===== src/rtl/hqm_aw_rr_dwrr_arb_pipe_pkg.sv =====
// rtl/hqm_aw_rr_dwrr_arb_pipe_pkg.sv - shared types and helpers for the RR/DWRR arbiter pipe
package hqm_aw_rr_dwrr_arb_pipe_pkg;

  typedef enum logic {HQM_AW_ARB_STRICT = 1'b0, HQM_AW_ARB_DWRR = 1'b1} aw_arb_mode_t;

  localparam int HQM_AW_ARB_CREDIT_W = 9;

  // floor(log2(x)); 0 and 1 both map to 0
  function automatic int aw_logb2(input int x);
    int r;
    r = 0;
    for (int v = x; v > 1; v = v >> 1) r++;
    return r;
  endfunction

endpackage


===== src/rtl/hqm_aw_rr_dwrr_arb_pipe_pick_first.sv =====
// rtl/hqm_aw_rr_dwrr_arb_pipe_pick_first.sv - find-first-set starting after i_idx, wrapping
module hqm_aw_rr_dwrr_arb_pipe_pick_first #(
  parameter int N = 8,
  parameter int W = 3
) (
  input  logic [N-1:0] i_req,
  input  logic [W-1:0] i_idx,
  output logic         o_valid,
  output logic [W-1:0] o_sel
);

  // Walk from the farthest position back so the nearest set bit after i_idx lands last
  always_comb begin
    int pos;
    o_sel = '0;
    pos   = 0;
    for (int k = N; k >= 1; k--) begin
      pos = (int'(i_idx) + k) % N;
      if (i_req[pos[W-1:0]]) o_sel = pos[W-1:0];
    end
  end

  assign o_valid = |i_req;

endmodule


===== src/rtl/hqm_aw_rr_dwrr_arb_pipe.sv =====
// rtl/hqm_aw_rr_dwrr_arb_pipe.sv - two-stage RR + strict/DWRR arbiter with registered valid/ready output
// Optional starvation override enabled by defining HQM_AW_RR_DWRR_ARB_STARVE_EN.
module hqm_aw_rr_dwrr_arb_pipe
  import hqm_aw_rr_dwrr_arb_pipe_pkg::*;
#(
  parameter int NUM_REQS   = 8,
  parameter int NUM_PRI    = 8,
  parameter int NUM_REQSB2 = aw_logb2(NUM_REQS - 1) + 1,
  parameter int NUM_PRIB2  = aw_logb2(NUM_PRI - 1) + 1
) (
  input  logic                         clk,
  input  logic                         rst_n,
  input  logic                         cfg_mode,
  input  logic [NUM_PRI*8-1:0]         cfg_weight,
  input  logic [7:0]                   cfg_starve_thresh,
  input  logic [NUM_PRI*NUM_REQS-1:0]  reqs,
  output logic                         out_valid,
  input  logic                         out_ready,
  output logic [NUM_PRIB2-1:0]         winner_pri,
  output logic [NUM_REQSB2-1:0]        winner,
  output logic                         winner_boosted
);

  localparam int CW = HQM_AW_ARB_CREDIT_W;

  logic [NUM_PRI-1:0][NUM_REQSB2-1:0] r_idx;
  logic [NUM_PRI-1:0][CW-1:0]         r_cred;
  logic                               r_valid;
  logic [NUM_PRIB2-1:0]               r_pri;
  logic [NUM_REQSB2-1:0]              r_win;
  logic                               r_boost;

  logic                               w_load;
  logic [NUM_PRI-1:0]                 w_pri_any;
  logic [NUM_PRI-1:0][NUM_REQSB2-1:0] w_s1_sel;
  logic [NUM_PRI-1:0]                 w_cand;
  logic [NUM_PRI-1:0]                 w_boost;
  logic [NUM_PRI-1:0][CW-1:0]         w_reload_val;
  logic                               w_any;
  logic                               w_strict_any;
  logic [NUM_PRIB2-1:0]               w_strict_sel;
  logic                               w_cand_any;
  logic [NUM_PRIB2-1:0]               w_cand_sel;
  logic                               w_boost_any;
  logic [NUM_PRIB2-1:0]               w_boost_sel;
  logic [NUM_PRIB2-1:0]               w_sel_pri;
  logic [NUM_REQSB2-1:0]              w_win_req;
  logic [NUM_PRI-1:0]                 w_win_oh;
  logic                               w_boost_win;
  logic                               w_reload;
  logic                               w_dec;

  assign w_load = ~r_valid | out_ready;

  for (genvar p = 0; p < NUM_PRI; p++) begin : g_s1
    hqm_aw_rr_dwrr_arb_pipe_pick_first #(.N(NUM_REQS), .W(NUM_REQSB2)) u_pick (
      .i_req   (reqs[p*NUM_REQS +: NUM_REQS]),
      .i_idx   (r_idx[p]),
      .o_valid (w_pri_any[p]),
      .o_sel   (w_s1_sel[p])
    );
  end

  always_comb begin
    w_cand       = '0;
    w_reload_val = '0;
    for (int p = 0; p < NUM_PRI; p++) begin
      w_cand[p]       = w_pri_any[p] & (r_cred[p] != '0);
      w_reload_val[p] = (cfg_weight[p*8 +: 8] == 8'd0) ? CW'(1) : CW'(cfg_weight[p*8 +: 8]);
    end
  end

  // Fixed index NUM_PRI-1 turns the RR search into a lowest-numbered pick
  hqm_aw_rr_dwrr_arb_pipe_pick_first #(.N(NUM_PRI), .W(NUM_PRIB2)) u_strict (
    .i_req   (w_pri_any),
    .i_idx   (NUM_PRIB2'(NUM_PRI - 1)),
    .o_valid (w_strict_any),
    .o_sel   (w_strict_sel)
  );

  hqm_aw_rr_dwrr_arb_pipe_pick_first #(.N(NUM_PRI), .W(NUM_PRIB2)) u_cand (
    .i_req   (w_cand),
    .i_idx   (NUM_PRIB2'(NUM_PRI - 1)),
    .o_valid (w_cand_any),
    .o_sel   (w_cand_sel)
  );

  hqm_aw_rr_dwrr_arb_pipe_pick_first #(.N(NUM_PRI), .W(NUM_PRIB2)) u_boost (
    .i_req   (w_boost),
    .i_idx   (NUM_PRIB2'(NUM_PRI - 1)),
    .o_valid (w_boost_any),
    .o_sel   (w_boost_sel)
  );

  // Reloaded credits are all >= 1, so a reload cycle picks exactly like strict mode
  always_comb begin
    w_any       = w_strict_any;
    w_sel_pri   = w_strict_sel;
    w_boost_win = 1'b0;
    w_reload    = 1'b0;
    w_dec       = 1'b0;
    if (w_boost_any) begin
      w_sel_pri   = w_boost_sel;
      w_boost_win = 1'b1;
    end else if (aw_arb_mode_t'(cfg_mode) == HQM_AW_ARB_DWRR) begin
      w_dec = w_any;
      if (w_cand_any) w_sel_pri = w_cand_sel;
      else            w_reload  = w_any;
    end
  end

  assign w_win_req = w_s1_sel[w_sel_pri];
  assign w_win_oh  = w_any ? (NUM_PRI'(1) << w_sel_pri) : '0;

  always_ff @(posedge clk or negedge rst_n) begin
    if (!rst_n) begin
      r_valid <= 1'b0;
      r_pri   <= '0;
      r_win   <= '0;
      r_boost <= 1'b0;
      for (int p = 0; p < NUM_PRI; p++) r_idx[p] <= NUM_REQSB2'(NUM_REQS - 1);
    end else if (w_load) begin
      r_valid <= w_any;
      if (w_any) begin
        r_pri            <= w_sel_pri;
        r_win            <= w_win_req;
        r_boost          <= w_boost_win;
        r_idx[w_sel_pri] <= w_win_req;
      end
    end
  end

  always_ff @(posedge clk or negedge rst_n) begin
    if (!rst_n) begin
      r_cred <= '0;
    end else if (w_load) begin
      for (int p = 0; p < NUM_PRI; p++) begin
        if (w_reload)
          r_cred[p] <= (w_dec && w_win_oh[p]) ? w_reload_val[p] - CW'(1) : w_reload_val[p];
        else if (w_dec && w_win_oh[p])
          r_cred[p] <= r_cred[p] - CW'(1);
      end
    end
  end

`ifdef HQM_AW_RR_DWRR_ARB_STARVE_EN
  logic [NUM_PRI-1:0][7:0] r_age;

  always_comb begin
    w_boost = '0;
    for (int p = 0; p < NUM_PRI; p++)
      w_boost[p] = w_pri_any[p] && (cfg_starve_thresh != 8'd0) && (r_age[p] >= cfg_starve_thresh);
  end

  always_ff @(posedge clk or negedge rst_n) begin
    if (!rst_n) begin
      r_age <= '0;
    end else if (w_load) begin
      for (int p = 0; p < NUM_PRI; p++) begin
        if (w_pri_any[p] && !w_win_oh[p])
          r_age[p] <= (r_age[p] == 8'hff) ? r_age[p] : r_age[p] + 8'd1;
        else
          r_age[p] <= 8'd0;
      end
    end
  end
`else
  logic w_unused_thresh;
  assign w_boost         = '0;
  assign w_unused_thresh = ^cfg_starve_thresh;
`endif

  assign out_valid      = r_valid;
  assign winner_pri     = r_pri;
  assign winner         = r_win;
  assign winner_boosted = r_boost;

endmodule

===== config.mk =====
export PLATFORM = sky130hd
export DESIGN_NAME = hqm_aw_rr_dwrr_arb_pipe
export DESIGN_NICKNAME = d
export VERILOG_FILES = /design/src/rtl/hqm_aw_rr_dwrr_arb_pipe_pkg.sv /design/src/rtl/hqm_aw_rr_dwrr_arb_pipe_pick_first.sv /design/src/rtl/hqm_aw_rr_dwrr_arb_pipe.sv
export SDC_FILE = /design/constraint.sdc
export NUM_CORES = 1
export LEC_CHECK = 0
export CELL_PAD_IN_SITES_DETAIL_PLACEMENT = 1
export CELL_PAD_IN_SITES_GLOBAL_PLACEMENT = 2
export CORE_MARGIN = 1.5
export CORE_UTILIZATION = 36
export CTS_BUF_LIST = sky130_fd_sc_hd__clkbuf_4 sky130_fd_sc_hd__clkbuf_8
export DETAILED_ROUTE_END_ITERATION = 8
export GPL_TIMING_DRIVEN = 0
export PLACE_DENSITY_LB_ADDON = 0.1
export SLEW_MARGIN = 20
export SYNTH_ARGS = -nofsm -noshare
export SYNTH_HDL_FRONTEND = slang
export SYNTH_SLANG_ARGS = --single-unit

===== constraint.sdc =====
create_clock -name clk -period 4.6 [get_ports clk]
set_clock_uncertainty 0.1 [all_clocks]
set_input_delay 0.92 -clock clk [delete_from_list [all_inputs] [get_ports clk]]
set_output_delay 0.92 -clock clk [all_outputs]
set_load 0.02 [all_outputs]

Word-level counts from Yosys, hierarchy flattened
Cells that the tools add are included.
- flip-flop bits (word level): 103
- latch bits: 0
- bits in writable memories: 0
- ROM bits: 0
- bits of input ports: 140
- output and inout bits: 8
- memories kept: 0
- add/sub/neg operators: 80
- multipliers: 0
- div/mod/pow operators: 0
- $lt $le $gt $ge: 66
- equality and inequality tests: 0
- shift-type cells: 1
- mux-type cells: 251
- bitwise operators: 10
- reduce and logical (&&, ||, !) cells: 52
- operators with widths (operator ; number):
    3-bit by 4-bit less-than comparator with 1-bit output (second input constant) ; 65
    3-bit two-way mux ; 84
    9-bit two-way mux ; 24
    1-bit binary-select mux with 3-bit select ; 64
    3-bit adder (second input constant) ; 32
    8-bit two-way mux ; 9
    9-bit nonzero test ; 8
    8-bit OR reduction ; 9
    8-bit by 1-bit subtractor with 9-bit output (second input constant) ; 8
    9-bit by 1-bit subtractor with 9-bit output (second input constant) ; 8
    1-bit two-way mux ; 67
    8-bit logical NOT ; 8
    64-bit OR reduction ; 1
    3-bit by 1-bit adder with 3-bit output (second input constant) ; 16
    3-bit by 2-bit adder with 3-bit output (second input constant) ; 16
    24-bit bitwise mux ; 1
    2-bit AND reduction ; 9
    2-bit nonzero test ; 8
    3-bit binary-select mux with 3-bit select ; 1
    3-bit demux with 3-bit select ; 1
    1-bit logical AND ; 9
    1-bit AND ; 8
    1-bit by 3-bit << shifter with 8-bit output (first input constant) ; 1
    3-bit by 1-bit greater-or-equal comparator with 1-bit output (second input constant) ; 1
    2 further kinds ; 2

Longest topological paths before layout
Gate-level depths: netlist of run 1.
- depth in word-level cells: 17
- depth in mapped cells: 14

Hierarchy
From an unflattened synthesis of run 1, not the netlist that was laid out.
- cell total of the unflattened synthesis: 1963
- area total of the unflattened synthesis: 16438.3 um^2
- modules (own cells, without submodules) (module ; times used ; cells each ; area an instance (um^2) ; seq. area each (um^2)):
    hqm_aw_rr_dwrr_arb_pipe_pick_first ; 11 ; 99 ; 820.8 ; 0.0
    hqm_aw_rr_dwrr_arb_pipe ; 1 ; 874 ; 7409.6 ; 2632.5

Worst setup path after synthesis of run 1
OpenSTA, ideal clock, no wires.
- path type: flip-flop to flip-flop
- from: reg r_idx[3] (netlist name)
- to: reg r_win[2], in the netlist winner[2]
- library setup time: 0.129 ns
- arrival time: 3.871 ns
- path slack: 0.499 ns
- stages on the path, launching flop included: 15
- path buffers: 3
- clock period less this slack: 4.101 ns
- cells stage by stage: dfstp_2 > clkbuf_1 > clkbuf_1 > inv_1 > ha_1 > clkbuf_1 > mux2_2 > a221oi_1 > a211oi_1 > o41ai_1 > a221o_1 > a31oi_1 > nor3_1 > nor4_1 > o41a_1
- cells in the longest elaborated chain, start to end: 13
- elaborated cells between the ends (all ways): 34
- those cells by class: add/sub (8); mux (26)
- ends and longest elaborated chain (element ; line ; text):
    from (decl) ; hqm_aw_rr_dwrr_arb_pipe.sv:26 ; logic [NUM_PRI-1:0][NUM_REQSB2-1:0] r_idx;
    from (signal, indexed assignment) ; hqm_aw_rr_dwrr_arb_pipe.sv:128 ; r_idx[w_sel_pri] <= w_win_req;
    3-bit by 1-bit adder with 3-bit output ; hqm_aw_rr_dwrr_arb_pipe_pick_first.sv:18 ; pos = (int'(i_idx) + k) % N;
    1-bit binary-select mux with 3-bit select ; hqm_aw_rr_dwrr_arb_pipe_pick_first.sv:19 ; if (i_req[pos[W-1:0]]) o_sel = pos[W-1:0];
    1-bit two-way mux (implied by the code) ; hqm_aw_rr_dwrr_arb_pipe_pick_first.sv:19 ;
    3-bit two-way mux (7 in series) ; hqm_aw_rr_dwrr_arb_pipe_pick_first.sv:19 ;
    3-bit two-way mux * ; hqm_aw_rr_dwrr_arb_pipe_pick_first.sv:19 ;
    3-bit binary-select mux with 3-bit select * ; hqm_aw_rr_dwrr_arb_pipe.sv:112 ; assign w_win_req = w_s1_sel[w_sel_pri];
    3-bit two-way mux (implied by the code) * ; hqm_aw_rr_dwrr_arb_pipe.sv:112 ;
    to (signal assigned) ; hqm_aw_rr_dwrr_arb_pipe.sv:126 ; r_win <= w_win_req;
    to (decl) ; hqm_aw_rr_dwrr_arb_pipe.sv:30 ; logic [NUM_REQSB2-1:0] r_win;
Mark *: on every way between the ends. The rest lies on a longest branch, timed or not. The select of a mux whose other input is x is not followed.
A chain may end at the register's enable or synchronous reset.

Worst setup path after layout of run 1
- from: in reqs[61]
- to: reg r_cred[59] (netlist name)
- cells in the longest elaborated chain, start to end: 17
- elaborated cells between the ends (all ways): 32
- those cells by class: shift (1); mux (24); bitwise (1); reduce/logical (6)
- ends and longest elaborated chain (element ; line ; text):
    from (decl) ; hqm_aw_rr_dwrr_arb_pipe.sv:16 ; input logic [NUM_PRI*NUM_REQS-1:0] reqs,
    8-bit OR reduction ; hqm_aw_rr_dwrr_arb_pipe_pick_first.sv:23 ; assign o_valid = |i_req;
    1-bit AND ; hqm_aw_rr_dwrr_arb_pipe.sv:68 ; w_cand[p] = w_pri_any[p] & (r_cred[p] != '0);
    3-bit two-way mux (8 in series) ; hqm_aw_rr_dwrr_arb_pipe_pick_first.sv:19 ;
    3-bit two-way mux ; hqm_aw_rr_dwrr_arb_pipe.sv:107 ; if (w_cand_any) w_sel_pri = w_cand_sel;
    3-bit two-way mux ; hqm_aw_rr_dwrr_arb_pipe.sv:105 ; end else if (aw_arb_mode_t'(cfg_mode) == HQM_AW_ARB_DWRR) begin
    1-bit by 3-bit << shifter with 8-bit output ; hqm_aw_rr_dwrr_arb_pipe.sv:113 ; assign w_win_oh = w_any ? (NUM_PRI'(1) << w_sel_pri) : '0;
    8-bit two-way mux ; hqm_aw_rr_dwrr_arb_pipe.sv:113 ;
    1-bit logical AND ; hqm_aw_rr_dwrr_arb_pipe.sv:139, hqm_aw_rr_dwrr_arb_pipe.sv:140 ;
    9-bit two-way mux / 2-bit nonzero test (equally long branches) ; n/a ;
    9-bit two-way mux / 2-bit AND reduction (equally long branches) ; n/a ;
    to (signal, indexed assignment) ; hqm_aw_rr_dwrr_arb_pipe.sv:139 ; r_cred[p] <= (w_dec && w_win_oh[p]) ? w_reload_val[p] - CW'(1) : w_reload_val[p];
    to (signal, indexed assignment) ; hqm_aw_rr_dwrr_arb_pipe.sv:141 ; r_cred[p] <= r_cred[p] - CW'(1);
    to (decl) ; hqm_aw_rr_dwrr_arb_pipe.sv:27 ; logic [NUM_PRI-1:0][CW-1:0] r_cred;
Several ways; a longest one is shown, not always the timed one.

==> flow_summary.toml, run 1 <==
[logic_synthesis]
ys_async_sr_fraction_pct = 100
synth_top_family_by_area = "compound AO/OA/AOI/OAI gates"
synth_seq_cells = 103
synthSimpleGateAreaFrac_pct = 22.6
syn-instance-count = 1729
synth_area_um2 = 14200
synth-xor-area-share_pct = 3.15
yosysSeqAreaShare_pct = 18.4
syn-num-nets = 1909
synth_flop_cell = "dfrtp_1"
synth_compound_area_share_pct = 25.9
yosysUniqueCellTypes = 98
muxShareOfSynthArea_pct = 21.1
synthAdderAreaFrac_pct = 3.53
postSynthAreaPerCell_um2 = 8.21
yosysWarnings = 0
synth_enable_flop_cells = 0

[finish]
drive_gt1_share_pct = 16.6
final_util_pct = 43.3
final_cell_mix = "151 x nand2_1, 136 x clkdlybuf4s50_1, 116 x o21ai_0"
instances_no_fill = 2393
num_antenna_cells = 0
nFillCells = 4648
nets = 2050
final_area_um2 = 16800
syn_to_final_growth_pct = 18.3
final_common_cell = "nand2_1"

[global_routing]
grt_pass1_vias = 15600
grt_pass1_wl_um = 89100
antenna_found_initial = 1
gr-total-overflow = 0
grt_start_max_net_pins = 54
track_usage_pct = 27.5

[flow_run]
maxCapViolCount = 0

[sta]
holdWs_ps = 342
hold_viol = 0
worst_slew_margin_rel_pct = 39.2
setup_viol = 0
fin_crit_ps = 4480
max_freq_mhz = 223
finalMaxSlewViolations = 0
worst_pin_slew_ps = 911
period_share_pct = 97.4

[critical_path]
critPathTopFamily = "simple AND/OR/NAND/NOR gates"
worstPathMaxFanout = 10
timing.rr.end = "r_cred[59]"
startpoint_type = "input pin"
r2r_cells = 10
path_cells = "clkdlybuf4s50_1 > or4_1 > nor2_1 > o2bb2a_1 > nand4_1 > buf_4 > nor2_4 > clkbuf_2 > nand2_1 > buf_2 > o211ai_1"
cp.required_ps = 4820
cp-startpoint = "reqs[61]"
worstReg2RegStart = "r_cred[22]"
r2r_setup_slack_ps = 220
crit_buf_inv = 4
critPathArrivalTime_ps = 4700
slowest_delay_ps = 630
crit_type = "in -> reg"
crit_slowest_cell = "or4_1"
end_kind = "flop"

[cts]
root_buffer = "clkbuf_8"
cts_tree = "built"
cts_made_buffers = 9
clock-sinks = 103
cts_hold_buf = 0
clkLatencyLatePin_ps = 410
clk_path_buf_depth = 2
cts_max_level = 3
clk_pin_slew_ps = 120

[floorplanning]
die-area_um2 = 40600
initial_core_util_pct = 36.6
dieWidth_um = 202
fp.coreArea_um2 = 38700
row_count = 72
die_h_um = 202
io_pins = 148

[route]
ant_nets = 0
drc_errors = 0
drt_iter0_drc = 718
drt_first_pass_iters = 5
viasPerCell = 6.31
dr_total_vias = 15100
wirelength_um = 56200
wl_per_cell_um = 23.5

[min_path]
hp-class = "in -> async"

[place]
portBuffers = 137
place_congestion = 0.875
dpl.hpwl_um = 43600
dp_cells = 2386
place_area_um2 = 16300

[outcome]
status = "finished, final reports clean"

[power]
power_mw = 9.34
peakVddDrop_uv = 173
cellLeakagePower_nw = 6.17
power.density_nw_per_um2 = 556
==> registers in the layout, indices dropped and copies added (netlist names) <==
register / count
out_valid: 1
r_cred: 72
winner: 3
r_idx: 24
winner_pri: 3
==> cells in the mapped netlist, types with 19 or more instances <==
library cell  instances  share of area, %
a211oi_1             29               1.5
a21oi_1             101               3.6
a31oi_1              38               1.7
and2_1               21              0.93
buf_2                19              0.67
clkbuf_1             70               1.9
dfrtp_1              79                14
dfstp_2              24               4.4
ha_1                 40               3.5
inv_1                77               2.0
mux2_2               68               5.4
mux2i_1              76               5.4
mux4_2               65                10
nand2_1             151               4.0
nand2b_1             31               1.4
nand3_1              45               1.6
nand4_1              31               1.4
nor2_1              118               3.1
nor3_1               46               1.6
nor4_1               60               2.6
o211ai_1             30               1.6
o21ai_0             117               4.1
or3_1                19              0.84
or4_1                19               1.0
xor2_1               34               2.1
==> where the power goes <==
part	internal [mW]	total [mW]	leakage, nW	switching [mW]
Clock	0.299	0.686	0.113	0.387
Combinational	2.97	7.02	4.81	4.05
Sequential	1.22	1.64	1.25	0.413
==> per-layer routing <==
| metal | global-route usage, % | wire [µm] | vias up |
|---|---|---|---|
| met5 | 0 | 13 | - |
| met4 | 11.6 | 2390 | 2 |
| met3 | 3.39 | 2200 | 114 |
| met2 | 47.7 | 27400 | 360 |
| met1 | 34.4 | 24100 | 7615 |
| li1 | - | - | 7014 |
==> kinds of logic after synthesis <==
kind of cell | count (synthesis)
other | 1
muxes | 209
and+or+nand+nor | 616
xor gates and xnor gates | 51
adders and majority gates | 40
DFF | 103
AOI/OAI and AO/OA | 525
buffers and inverters | 184
==> worst max path at each step <==
stage	endpoint	cells after the start
2_1_floorplan	winner[2]	14
3_3_place_gp	r_cred[36]	11
3_5_place_dp	r_cred[36]	11
4_1_cts	winner[1]	12
5_1_grt	r_cred[32]	12
6_report	r_cred[59]	11
==> repair_timing <==
action,CTS,global route
pin swaps,1,6
endpoints found under the setup margin,99,84
buffers inserted,0,5
resized for setup,51,33
==> final cells by class <==
| cell class | instances | area [µm²] | share of cell area [%] |
|---|---|---|---|
| clock inverters | 4 | 52.6 | 0.313 |
| well taps | 518 | 648 | 3.86 |
| inverters | 81 | 305 | 1.82 |
| multi-input cells | 1442 | 11100 | 66.3 |
| repair buffers | 144 | 1450 | 8.63 |
| clock buffers | 12 | 165 | 0.984 |
| plain buffers | 89 | 427 | 2.54 |
| flip-flops and latches | 103 | 2610 | 15.5 |
==> through the flow <==
step                setup WS, ps  TNS [ps]
global placement           -2360   -323170
floorplan                    499         0
finish                       122         0
CTS                         2.66         0
detailed placement         -1920   -112990
global route               -15.8     -40.6
==> worst reg2reg max path: stages (launching register included) <==
cell	delay (ps)
dfrtp_1	470
nor4_1	680
nand4_1	470
o2bb2a_1	450
nand4_1	270
buf_4	250
nor2_4	310
clkbuf_2	330
nand2_1	330
buf_2	380
o211ai_1	240
Note: power is estimated with default switching activity, not from simulation.
==> inputs of run 2 (changes only) <==
- CAP_MARGIN: unset -> 20
==> results of run 2 <==
The final DEF is identical to that of run 1; final timing and power are the same.
